[config.mk]
export PLATFORM = sky130hd
export DESIGN_NAME = axi_full_burst_master
export DESIGN_NICKNAME = d
export VERILOG_FILES = /design/src/rtl/axi_full_burst_master.sv
export SDC_FILE = /design/constraint.sdc
export NUM_CORES = 1
export LEC_CHECK = 0
export ABC_CLOCK_PERIOD_IN_PS = 2080
export CAP_MARGIN = 20
export CORE_AREA = 2 2 139 141
export DETAILED_ROUTE_END_ITERATION = 10
export DIE_AREA = 0 0 141 143
export PLACE_DENSITY = 0.75
export SYNTH_ARGS = -nofsm -noshare
export SYNTH_HDL_FRONTEND = slang
export SYNTH_SLANG_ARGS = --single-unit
[constraint.sdc]
create_clock -name M_AXI_ACLK -period 2.08 [get_ports M_AXI_ACLK]
set_input_delay 0.208 -clock M_AXI_ACLK [delete_from_list [all_inputs] [get_ports M_AXI_ACLK]]
set_output_delay 0.208 -clock M_AXI_ACLK [all_outputs]
set_load 0.02 [all_outputs]
[src/rtl/axi_full_burst_master.sv]
// -----------------------------------------------------------------------------
// axi_full_burst_master
//
// AXI4-full master that runs one write burst and one read burst at a time on
// behalf of a user-logic client. Each burst takes a run-time address (offset
// from C_M_TARGET_SLAVE_BASE_ADDR) and a run-time AXI length (beats-1). The
// write and read engines are independent and may be active simultaneously.
// User data moves over plain valid/ready streams that are wired straight
// through to the W and R channels, so the data path adds no latency.
//
// Optional build macro:
//   AXI_BURST_4K_CHECK_EN - reject any request whose burst would cross a 4 KB
//                           boundary; a rejected request issues no address
//                           phase and pulses done+err in the following cycle.
//
// Ports:
//   M_AXI_ACLK, M_AXI_ARST          clock, synchronous active-high reset
//   i_wr_req/addr/len               write command (sampled only when idle)
//   i_wr_data/valid, o_wr_ready     write-data stream into the W channel
//   o_wr_busy/done/err              write engine status (done/err 1-cycle)
//   i_rd_req/addr/len               read command (sampled only when idle)
//   o_rd_data/valid/last, i_rd_ready read-data stream out of the R channel
//   o_rd_busy/done/err              read engine status (done/err 1-cycle)
//   M_AXI_AW*/W*/B*/AR*/R*          AXI4 master channels
// -----------------------------------------------------------------------------
module axi_full_burst_master #(
    parameter logic [31:0] C_M_TARGET_SLAVE_BASE_ADDR = 32'h40000000,
    parameter int          C_M_AXI_ID_WIDTH           = 1,
    parameter int          C_M_AXI_ADDR_WIDTH         = 32,
    parameter int          C_M_AXI_DATA_WIDTH         = 32
) (
    input  logic                            M_AXI_ACLK,
    input  logic                            M_AXI_ARST,

    // write command and data stream
    input  logic                            i_wr_req,
    input  logic [C_M_AXI_ADDR_WIDTH-1:0]   i_wr_addr,
    input  logic [7:0]                      i_wr_len,
    input  logic [C_M_AXI_DATA_WIDTH-1:0]   i_wr_data,
    input  logic                            i_wr_valid,
    output logic                            o_wr_ready,
    output logic                            o_wr_busy,
    output logic                            o_wr_done,
    output logic                            o_wr_err,

    // read command and data stream
    input  logic                            i_rd_req,
    input  logic [C_M_AXI_ADDR_WIDTH-1:0]   i_rd_addr,
    input  logic [7:0]                      i_rd_len,
    output logic [C_M_AXI_DATA_WIDTH-1:0]   o_rd_data,
    output logic                            o_rd_valid,
    output logic                            o_rd_last,
    input  logic                            i_rd_ready,
    output logic                            o_rd_busy,
    output logic                            o_rd_done,
    output logic                            o_rd_err,

    // AW channel
    output logic [C_M_AXI_ID_WIDTH-1:0]     M_AXI_AWID,
    output logic [C_M_AXI_ADDR_WIDTH-1:0]   M_AXI_AWADDR,
    output logic [7:0]                      M_AXI_AWLEN,
    output logic [2:0]                      M_AXI_AWSIZE,
    output logic [1:0]                      M_AXI_AWBURST,
    output logic                            M_AXI_AWLOCK,
    output logic [3:0]                      M_AXI_AWCACHE,
    output logic [2:0]                      M_AXI_AWPROT,
    output logic [3:0]                      M_AXI_AWQOS,
    output logic                            M_AXI_AWVALID,
    input  logic                            M_AXI_AWREADY,

    // W channel
    output logic [C_M_AXI_DATA_WIDTH-1:0]   M_AXI_WDATA,
    output logic [C_M_AXI_DATA_WIDTH/8-1:0] M_AXI_WSTRB,
    output logic                            M_AXI_WLAST,
    output logic                            M_AXI_WVALID,
    input  logic                            M_AXI_WREADY,

    // B channel
    input  logic [C_M_AXI_ID_WIDTH-1:0]     M_AXI_BID,
    input  logic [1:0]                      M_AXI_BRESP,
    input  logic                            M_AXI_BVALID,
    output logic                            M_AXI_BREADY,

    // AR channel
    output logic [C_M_AXI_ID_WIDTH-1:0]     M_AXI_ARID,
    output logic [C_M_AXI_ADDR_WIDTH-1:0]   M_AXI_ARADDR,
    output logic [7:0]                      M_AXI_ARLEN,
    output logic [2:0]                      M_AXI_ARSIZE,
    output logic [1:0]                      M_AXI_ARBURST,
    output logic                            M_AXI_ARLOCK,
    output logic [3:0]                      M_AXI_ARCACHE,
    output logic [2:0]                      M_AXI_ARPROT,
    output logic [3:0]                      M_AXI_ARQOS,
    output logic                            M_AXI_ARVALID,
    input  logic                            M_AXI_ARREADY,

    // R channel
    input  logic [C_M_AXI_ID_WIDTH-1:0]     M_AXI_RID,
    input  logic [C_M_AXI_DATA_WIDTH-1:0]   M_AXI_RDATA,
    input  logic [1:0]                      M_AXI_RRESP,
    input  logic                            M_AXI_RLAST,
    input  logic                            M_AXI_RVALID,
    output logic                            M_AXI_RREADY
);

    localparam int STRB_W = C_M_AXI_DATA_WIDTH / 8;
    localparam logic [2:0] AXI_SIZE = 3'($clog2(STRB_W));
    localparam logic [1:0] BURST_INCR = 2'b01;
    localparam logic [1:0] RESP_OKAY = 2'b00;
    localparam logic [C_M_AXI_ADDR_WIDTH-1:0] BASE_ADDR =
        C_M_AXI_ADDR_WIDTH'(C_M_TARGET_SLAVE_BASE_ADDR);

    typedef enum logic [1:0] {WR_IDLE, WR_AW, WR_W, WR_B} wr_state_t;
    typedef enum logic [1:0] {RD_IDLE, RD_AR, RD_R}       rd_state_t;

    wr_state_t                         wr_state;
    logic [C_M_AXI_ADDR_WIDTH-1:0]     awaddr_q;
    logic [7:0]                        awlen_q;
    logic                              awvalid_q;
    logic                              bready_q;
    logic [7:0]                        wr_cnt;
    logic                              wr_busy_q, wr_done_q, wr_err_q;

    rd_state_t                         rd_state;
    logic [C_M_AXI_ADDR_WIDTH-1:0]     araddr_q;
    logic [7:0]                        arlen_q;
    logic                              arvalid_q;
    logic [7:0]                        rd_cnt;
    logic                              rd_resp_err;
    logic                              rd_busy_q, rd_done_q, rd_err_q;

    // Address arithmetic wraps modulo 2^ADDR_WIDTH by construction.
    logic [C_M_AXI_ADDR_WIDTH-1:0] wr_addr_eff, rd_addr_eff;
    assign wr_addr_eff = i_wr_addr + BASE_ADDR;
    assign rd_addr_eff = i_rd_addr + BASE_ADDR;

    logic wr_reject, rd_reject;
`ifdef AXI_BURST_4K_CHECK_EN
    // Offset of the first byte past the burst within its 4 KB page; anything
    // beyond 4096 means the burst would spill into the next page.
    function automatic logic crosses_4k(input logic [C_M_AXI_ADDR_WIDTH-1:0] addr,
                                        input logic [7:0] len);
        logic [13:0] end_off;
        end_off = {2'b00, addr[11:0]} + ((14'(len) + 14'd1) * 14'(STRB_W));
        return end_off > 14'd4096;
    endfunction
    assign wr_reject = crosses_4k(wr_addr_eff, i_wr_len);
    assign rd_reject = crosses_4k(rd_addr_eff, i_rd_len);
`else
    assign wr_reject = 1'b0;
    assign rd_reject = 1'b0;
`endif

    // ---------------- fixed AXI attributes ----------------
    assign M_AXI_AWID    = '0;
    assign M_AXI_AWSIZE  = AXI_SIZE;
    assign M_AXI_AWBURST = BURST_INCR;
    assign M_AXI_AWLOCK  = 1'b0;
    assign M_AXI_AWCACHE = 4'b0010;
    assign M_AXI_AWPROT  = 3'b000;
    assign M_AXI_AWQOS   = 4'b0000;
    assign M_AXI_WSTRB   = '1;
    assign M_AXI_ARID    = '0;
    assign M_AXI_ARSIZE  = AXI_SIZE;
    assign M_AXI_ARBURST = BURST_INCR;
    assign M_AXI_ARLOCK  = 1'b0;
    assign M_AXI_ARCACHE = 4'b0010;
    assign M_AXI_ARPROT  = 3'b000;
    assign M_AXI_ARQOS   = 4'b0000;

    // IDs are not used: only one burst per direction is ever outstanding.
    logic unused_ids;
    assign unused_ids = ^{M_AXI_BID, M_AXI_RID};

    // ---------------- write engine ----------------
    assign M_AXI_AWADDR  = awaddr_q;
    assign M_AXI_AWLEN   = awlen_q;
    assign M_AXI_AWVALID = awvalid_q;
    assign M_AXI_BREADY  = bready_q;
    assign o_wr_busy     = wr_busy_q;
    assign o_wr_done     = wr_done_q;
    assign o_wr_err      = wr_err_q;

    // W path is a straight pass-through, gated only by being in the W phase.
    assign M_AXI_WDATA  = i_wr_data;
    assign M_AXI_WVALID = (wr_state == WR_W) && i_wr_valid;
    assign o_wr_ready   = (wr_state == WR_W) && M_AXI_WREADY;
    assign M_AXI_WLAST  = (wr_state == WR_W) && (wr_cnt == awlen_q);

    logic w_hs;
    assign w_hs = M_AXI_WVALID && M_AXI_WREADY;

    // NOTE: state registers use non-blocking assignments so every flop samples
    // the pre-edge values of its neighbours, regardless of statement order.
    always_ff @(posedge M_AXI_ACLK) begin
        if (M_AXI_ARST) begin
            wr_state  <= WR_IDLE;
            awaddr_q  <= '0;
            awlen_q   <= '0;
            awvalid_q <= 1'b0;
            bready_q  <= 1'b0;
            wr_cnt    <= '0;
            wr_busy_q <= 1'b0;
            wr_done_q <= 1'b0;
            wr_err_q  <= 1'b0;
        end else begin
            wr_done_q <= 1'b0;
            wr_err_q  <= 1'b0;
            case (wr_state)
                WR_IDLE: begin
                    if (i_wr_req) begin
                        if (wr_reject) begin
                            wr_done_q <= 1'b1;
                            wr_err_q  <= 1'b1;
                        end else begin
                            awaddr_q  <= wr_addr_eff;
                            awlen_q   <= i_wr_len;
                            awvalid_q <= 1'b1;
                            wr_busy_q <= 1'b1;
                            wr_cnt    <= '0;
                            wr_state  <= WR_AW;
                        end
                    end
                end
                WR_AW: begin
                    if (M_AXI_AWREADY) begin
                        awvalid_q <= 1'b0;
                        wr_state  <= WR_W;
                    end
                end
                WR_W: begin
                    if (w_hs) begin
                        wr_cnt <= wr_cnt + 8'd1;
                        if (wr_cnt == awlen_q) begin
                            bready_q <= 1'b1;
                            wr_state <= WR_B;
                        end
                    end
                end
                WR_B: begin
                    if (M_AXI_BVALID) begin
                        bready_q  <= 1'b0;
                        wr_busy_q <= 1'b0;
                        wr_done_q <= 1'b1;
                        wr_err_q  <= (M_AXI_BRESP != RESP_OKAY);
                        wr_cnt    <= '0;
                        wr_state  <= WR_IDLE;
                    end
                end
                default: wr_state <= WR_IDLE;
            endcase
        end
    end

    // ---------------- read engine ----------------
    assign M_AXI_ARADDR  = araddr_q;
    assign M_AXI_ARLEN   = arlen_q;
    assign M_AXI_ARVALID = arvalid_q;
    assign o_rd_busy     = rd_busy_q;
    assign o_rd_done     = rd_done_q;
    assign o_rd_err      = rd_err_q;

    assign o_rd_data    = M_AXI_RDATA;
    assign o_rd_valid   = (rd_state == RD_R) && M_AXI_RVALID;
    assign o_rd_last    = (rd_state == RD_R) && M_AXI_RLAST;
    assign M_AXI_RREADY = (rd_state == RD_R) && i_rd_ready;

    logic r_hs, rd_at_len;
    assign r_hs      = M_AXI_RVALID && M_AXI_RREADY;
    assign rd_at_len = (rd_cnt == arlen_q);

    always_ff @(posedge M_AXI_ACLK) begin
        if (M_AXI_ARST) begin
            rd_state    <= RD_IDLE;
            araddr_q    <= '0;
            arlen_q     <= '0;
            arvalid_q   <= 1'b0;
            rd_cnt      <= '0;
            rd_resp_err <= 1'b0;
            rd_busy_q   <= 1'b0;
            rd_done_q   <= 1'b0;
            rd_err_q    <= 1'b0;
        end else begin
            rd_done_q <= 1'b0;
            rd_err_q  <= 1'b0;
            case (rd_state)
                RD_IDLE: begin
                    if (i_rd_req) begin
                        if (rd_reject) begin
                            rd_done_q <= 1'b1;
                            rd_err_q  <= 1'b1;
                        end else begin
                            araddr_q    <= rd_addr_eff;
                            arlen_q     <= i_rd_len;
                            arvalid_q   <= 1'b1;
                            rd_busy_q   <= 1'b1;
                            rd_cnt      <= '0;
                            rd_resp_err <= 1'b0;
                            rd_state    <= RD_AR;
                        end
                    end
                end
                RD_AR: begin
                    if (M_AXI_ARREADY) begin
                        arvalid_q <= 1'b0;
                        rd_state  <= RD_R;
                    end
                end
                RD_R: begin
                    if (r_hs) begin
                        rd_cnt <= rd_cnt + 8'd1;
                        if (M_AXI_RRESP != RESP_OKAY) begin
                            rd_resp_err <= 1'b1;
                        end
                        // Stop at whichever comes first: the slave's RLAST or
                        // our own beat count. Disagreement is a protocol error.
                        if (M_AXI_RLAST || rd_at_len) begin
                            rd_busy_q <= 1'b0;
                            rd_done_q <= 1'b1;
                            rd_err_q  <= rd_resp_err || (M_AXI_RRESP != RESP_OKAY)
                                         || (M_AXI_RLAST != rd_at_len);
                            rd_cnt    <= '0;
                            rd_state  <= RD_IDLE;
                        end
                    end
                end
                default: rd_state <= RD_IDLE;
            endcase
        end
    end

endmodule

# After elaboration in Yosys (flattened, before gate mapping)
# Cells that the tools add are included.
[word_totals]
regBits = 110
latch_bits = 0
mem_bits_rw = 0
romBits = 0
inputBits = 162
output_inout_bits = 199
word_cells = 121
mem_count = 0
[classes]
addsub = 4
mul = 0
div = 0
n_lt_le_gt_ge = 0
eq_ne = 18
n_shift = 0
n_mux = 39
bitwise = 5
reduce_logical = 37
[op_table]
columns = ["op", "n"]
rows = [
  ["32-bit by 31-bit adder with 32-bit output, second input constant", 2],
  ["8-bit 2-to-1 mux", 6],
  ["8-bit case mux with 3 select lines", 1],
  ["4-bit AND reduction", 5],
  ["2-bit 2-to-1 mux", 9],
  ["8-bit by 1-bit adder with 8-bit output, second input constant", 2],
  ["8-bit equality test", 2],
  ["8-bit case mux with 2 select lines", 1],
  ["1-bit 2-to-1 mux", 14],
  ["2-bit inequality test, second input constant", 7],
  ["2-bit nonzero test", 7],
  ["1-bit case mux with 2 select lines", 6],
  ["3-bit AND reduction", 4],
  ["1-bit logical AND", 8],
  ["2-bit case mux with 4 select lines", 1],
  ["2-bit equality test, second input constant", 3],
  ["2-bit by 1-bit inequality test with 1-bit output, second input constant", 3],
  ["2-bit case mux with 3 select lines", 1],
  ["3-bit OR reduction", 2],
  ["1-bit inverter", 5],
  ["5-bit AND reduction", 1],
  ["2-bit by 1-bit equality test with 1-bit output, second input constant", 2],
  ["2-bit logical NOT", 2],
  ["2-bit AND reduction", 2],
  ["other kinds (5)", 7],
]

# Depth between registers and ports, before layout
[logic_depth]
ltp_word = 5
ltp_mapped = 9
ltp_nobuf = 7

# Worst setup path after synthesis
# Ideal clock, no wire load.
[synth_path]
path_kind = "register -> register"
from = "register wr_state[0]"
to = "register wr_cnt[6]"
setup_time_ns = 0.072
arrival_ns = 2.018
t_required_ns = 2.008
slack_ns = -0.010
stages_incl_launch_ff = 8
path_buffers = 1
period_less_slack_ns = 2.090
cell_sequence = "dfxtp_1 -> inv_1 -> ha_1 -> nor2b_1 -> or4_4 -> buf_4 -> or3_1 -> a21oi_1"
[synth_via]
elab_chain_len = 5
elab_cells_between_ends = 11
cone_classes = "5 x eq/ne; 1 x mux; 5 x reduce/logical"
[synth_rtl]
columns = ["element", "line_no", "source"]
rows = [
  ["from (decl)", "116", "wr_state_t wr_state;"],
  ["from (signal assigned)", "197", "wr_state <= WR_IDLE;"],
  ["from (signal assigned)", "221", "wr_state <= WR_AW;"],
  ["from (signal assigned)", "228", "wr_state <= WR_W;"],
  ["2-bit equality test", "186, 209", ""],
  ["1-bit logical AND", "186", "assign M_AXI_WVALID = (wr_state == WR_W) && i_wr_valid;"],
  ["1-bit logical AND", "191", "assign w_hs = M_AXI_WVALID && M_AXI_WREADY;"],
  ["2-bit inequality test (no line)", "n/a", ""],
  ["4-bit AND reduction (no line)", "n/a", ""],
  ["to (signal assigned)", "233", "wr_cnt <= wr_cnt + 8'd1;"],
  ["to (decl)", "121", "logic [7:0] wr_cnt;"],
]
# Several ways; a longest one is shown, not always the timed one.
# A chain may end at the register's enable or synchronous reset.

# Final worst setup path
# Ends and elaborated chain as after synthesis.

==> impl_metrics.toml <==
[placed_design]
io_buffers = 190
place_worst_setup_slack_ps = -12.43
dpl.hpwl_mm = 10.08
placed_area_um2 = 6899
gp_congestion = 0.8030

[job]
maxCapViolCount = 0

[timing]
finalCriticalPeriod_ps = 2015
worst_slack_ps = 65.26
clock_skew_ps = 8.230
setup_violations = 0
slew_violations = 0
fin_crit_sh_pct = 96.86
hold_violations = 0
whs_ps = 252.7
fin_tns_setup_ps = 0
fmax_mhz = 496.3

[cells_and_area]
layout-drive-gt1-share_pct = 7.848
syn2layout_area_growth_pct = 38.64
final_nets = 957
n_antenna_cell = 0
finalInstanceArea_um2 = 7254

[routing]
routedWlPerCell_um = 13.34
routed_wl_mm = 13.66
antenna_left = 0
via_per_inst = 4.438
drtIter0Drc = 183
vias = 4544
drc = 0
first_pass_iters = 4

[logic_synthesis]
async_flop_share_pct = 0
yosys_warnings = 0
synth_enable_flop_cells = 0
synth_area_leaders = "dfxtp_1 42%, buf_4 15%, nand2_1 12%"
ys_types = 43
yosysMostFrequentCell = "nand2_1"
synth_top_cell_area_share_pct = 42.09
yosys-top-cells-count = "167 x nand2_1, 110 x dfxtp_1, 105 x buf_4"
synth_area_per_cell_um2 = 7.964
syn-cell-area_um2 = 5233
yosys.area.top_type = "dfxtp_1"
netlist_instances = 657
synth_seq_cells = 110
ys_seq_area_share_pct = 42.09
synthFlopType = "dfxtp_1"

[clock_network]
cts_setup_buffers = 0
htreeDepth = 3
root_buffer = "clkbuf_16"
clk_pin_slew_worst_paths_ps = 80
cts_sinks = 110
cts_tree = "done"
cts_buffer_depth = 2
clock_latency_ps = 350
numCtsBuffers = 9

[floorplan]
core_um2 = 18580
die-width_um = 141
die_h_um = 143
num_rows = 50
boundaryPins = 361
initial_core_util_pct = 28.16
die_area_um2 = 20160

[critical_path]
crit_type = "reg -> reg"
crit_path_start_kind = "flop"
critPathRequiredTime_ps = 2370
endpoint_kind = "flop"
worstPathMaxFanout = 8
cp.arrival_ps = 2300

[power_and_ir_drop]
powerDensity_nw_per_um2 = 905.9
clockPowerShare_pct = 28.2
power_mw = 6.572
p_seq_share_pct = 38.3
p_sw_share_pct = 33.11
p_sw_mw = 2.176
power.leakage_nw = 2.770
intPower_mw = 4.396
pwr-share-comb_pct = 33.5
ir_worst_vdd_mv = 0.4499

[grt]
grt_usage_pct = 13.48
grt_antenna_before_repair = 0
grt_max_degree = 43
grt-ovfl-total = 0
grt_pass1_wl_mm = 21.61
first_global_vias = 4370

[run_status]
outcome = "finished clean"

[worst_hold_path]
worst_hold_path_type = "in -> reg"
-- logic make-up after synthesis --
family                   Yosys count  synth area share [%]
AO/OA/AOI/OAI                    127                 13.61
flip-flops                       110                 42.09
buffers and inverters            146                 18.01
multiplexers                       4                0.7652
adder cells (fa/ha/maj)           10                 2.391
other                              2                0.1435
XOR/XNOR                          22                 3.683
AND/OR/NAND/NOR                  236                 19.32
-- worst max-delay path: stages (launching register included) --
cell	delay (ps)
dfxtp_2	360
inv_2	50
ha_2	180
nor2b_1	140
or4_4	590
buf_6	160
or3_4	360
a21oi_2	120
-- registers in the layout, indices dropped and copies added, names as in the netlist, 2 cells and up --
register and flops:
rd_state 2, M_AXI_ARADDR 32, rd_cnt 8, M_AXI_ARLEN 8, M_AXI_AWLEN 8, wr_cnt 8
M_AXI_AWADDR 32, wr_state 2
-- cells in the final DEF, fill, tap and decap left out, types with 9 or more instances in the layout --
master and instances:
nor2_1 17, clkbuf_16 9, dfxtp_1 107, buf_4 24
ha_1 9, xnor2_1 13, clkdlybuf4s50_1 186, nand3_1 9
nand2_1 167, a21oi_1 92, conb_1 40, xor2_1 9
-- metal layers --
| layer | part of all wire (%) | vias up | wire (um) | GRT usage [%] |
|---|---|---|---|---|
| met5 | 0 | - | 0 | 0 |
| met4 | 2.7 | 0 | 368 | 5.842 |
| met3 | 9.1 | 33 | 1250 | 5.734 |
| met2 | 47 | 180 | 6435 | 22.36 |
| met1 | 41 | 2062 | 5610 | 15.20 |
| li1 | - | 2269 | - | - |
-- worst paths after layout --
kind / slack (ps) / cells past startpoint / to / from
setup / recovery: 70 / 7 / wr_cnt[6]$_SDFFE_PP0P_ / wr_state[0]$_SDFFE_PP0P_
hold / removal: 250 / 2 / M_AXI_ARADDR[0]$_SDFFE_PP0P_ / M_AXI_ARST
setup reg to reg: 70 / 7 / wr_cnt[6]$_SDFFE_PP0P_ / wr_state[0]$_SDFFE_PP0P_
hold reg to reg: 450 / 2 / M_AXI_ARADDR[0]$_SDFFE_PP0P_ / M_AXI_ARADDR[0]$_SDFFE_PP0P_
-- power by group through the flow --
stage / Combinational (mW) / Clock (mW) / Sequential, mW
6_report: 2.20 / 1.85 / 2.52
5_1_grt: 2.40 / 2.02 / 2.55
4_1_cts: 2.21 / 1.94 / 2.52
3_5_place_dp: 2.19 / 0 / 2.56
3_3_place_gp: 2.16 / 0 / 2.55
2_1_floorplan: 1.12 / 0 / 2.82
-- area by class of cell --
type | count | area, um2
Inverter | 8 | 30.03
Sequential cell | 110 | 2206
Clock inverter | 5 | 75.07
Clock buffer | 11 | 242.7
Fill cell | 1872 | 11330
Timing Repair Buffer | 217 | 2140
Tap cell | 234 | 292.8
Multi-Input combinational cell | 439 | 2268
-- timing repair --
| item | CTS | global route |
|---|---|---|
| gates resized for setup | 6 | 11 |
| pin swaps | 1 | 3 |
| hold buffers | 0 | 0 |
| setup endpoints to repair | 8 | 14 |
-- through the flow --
step / instances / utilization (%)
2_1_floorplan: 695 / -
3_3_place_gp: 1008 / 37.13
3_5_place_dp: 1008 / 37.13
4_1_cts: 1024 / 38.88
5_1_grt: 1024 / 39.04
6_report: 1024 / 39.04
Note: power is estimated with default switching activity, not from simulation.
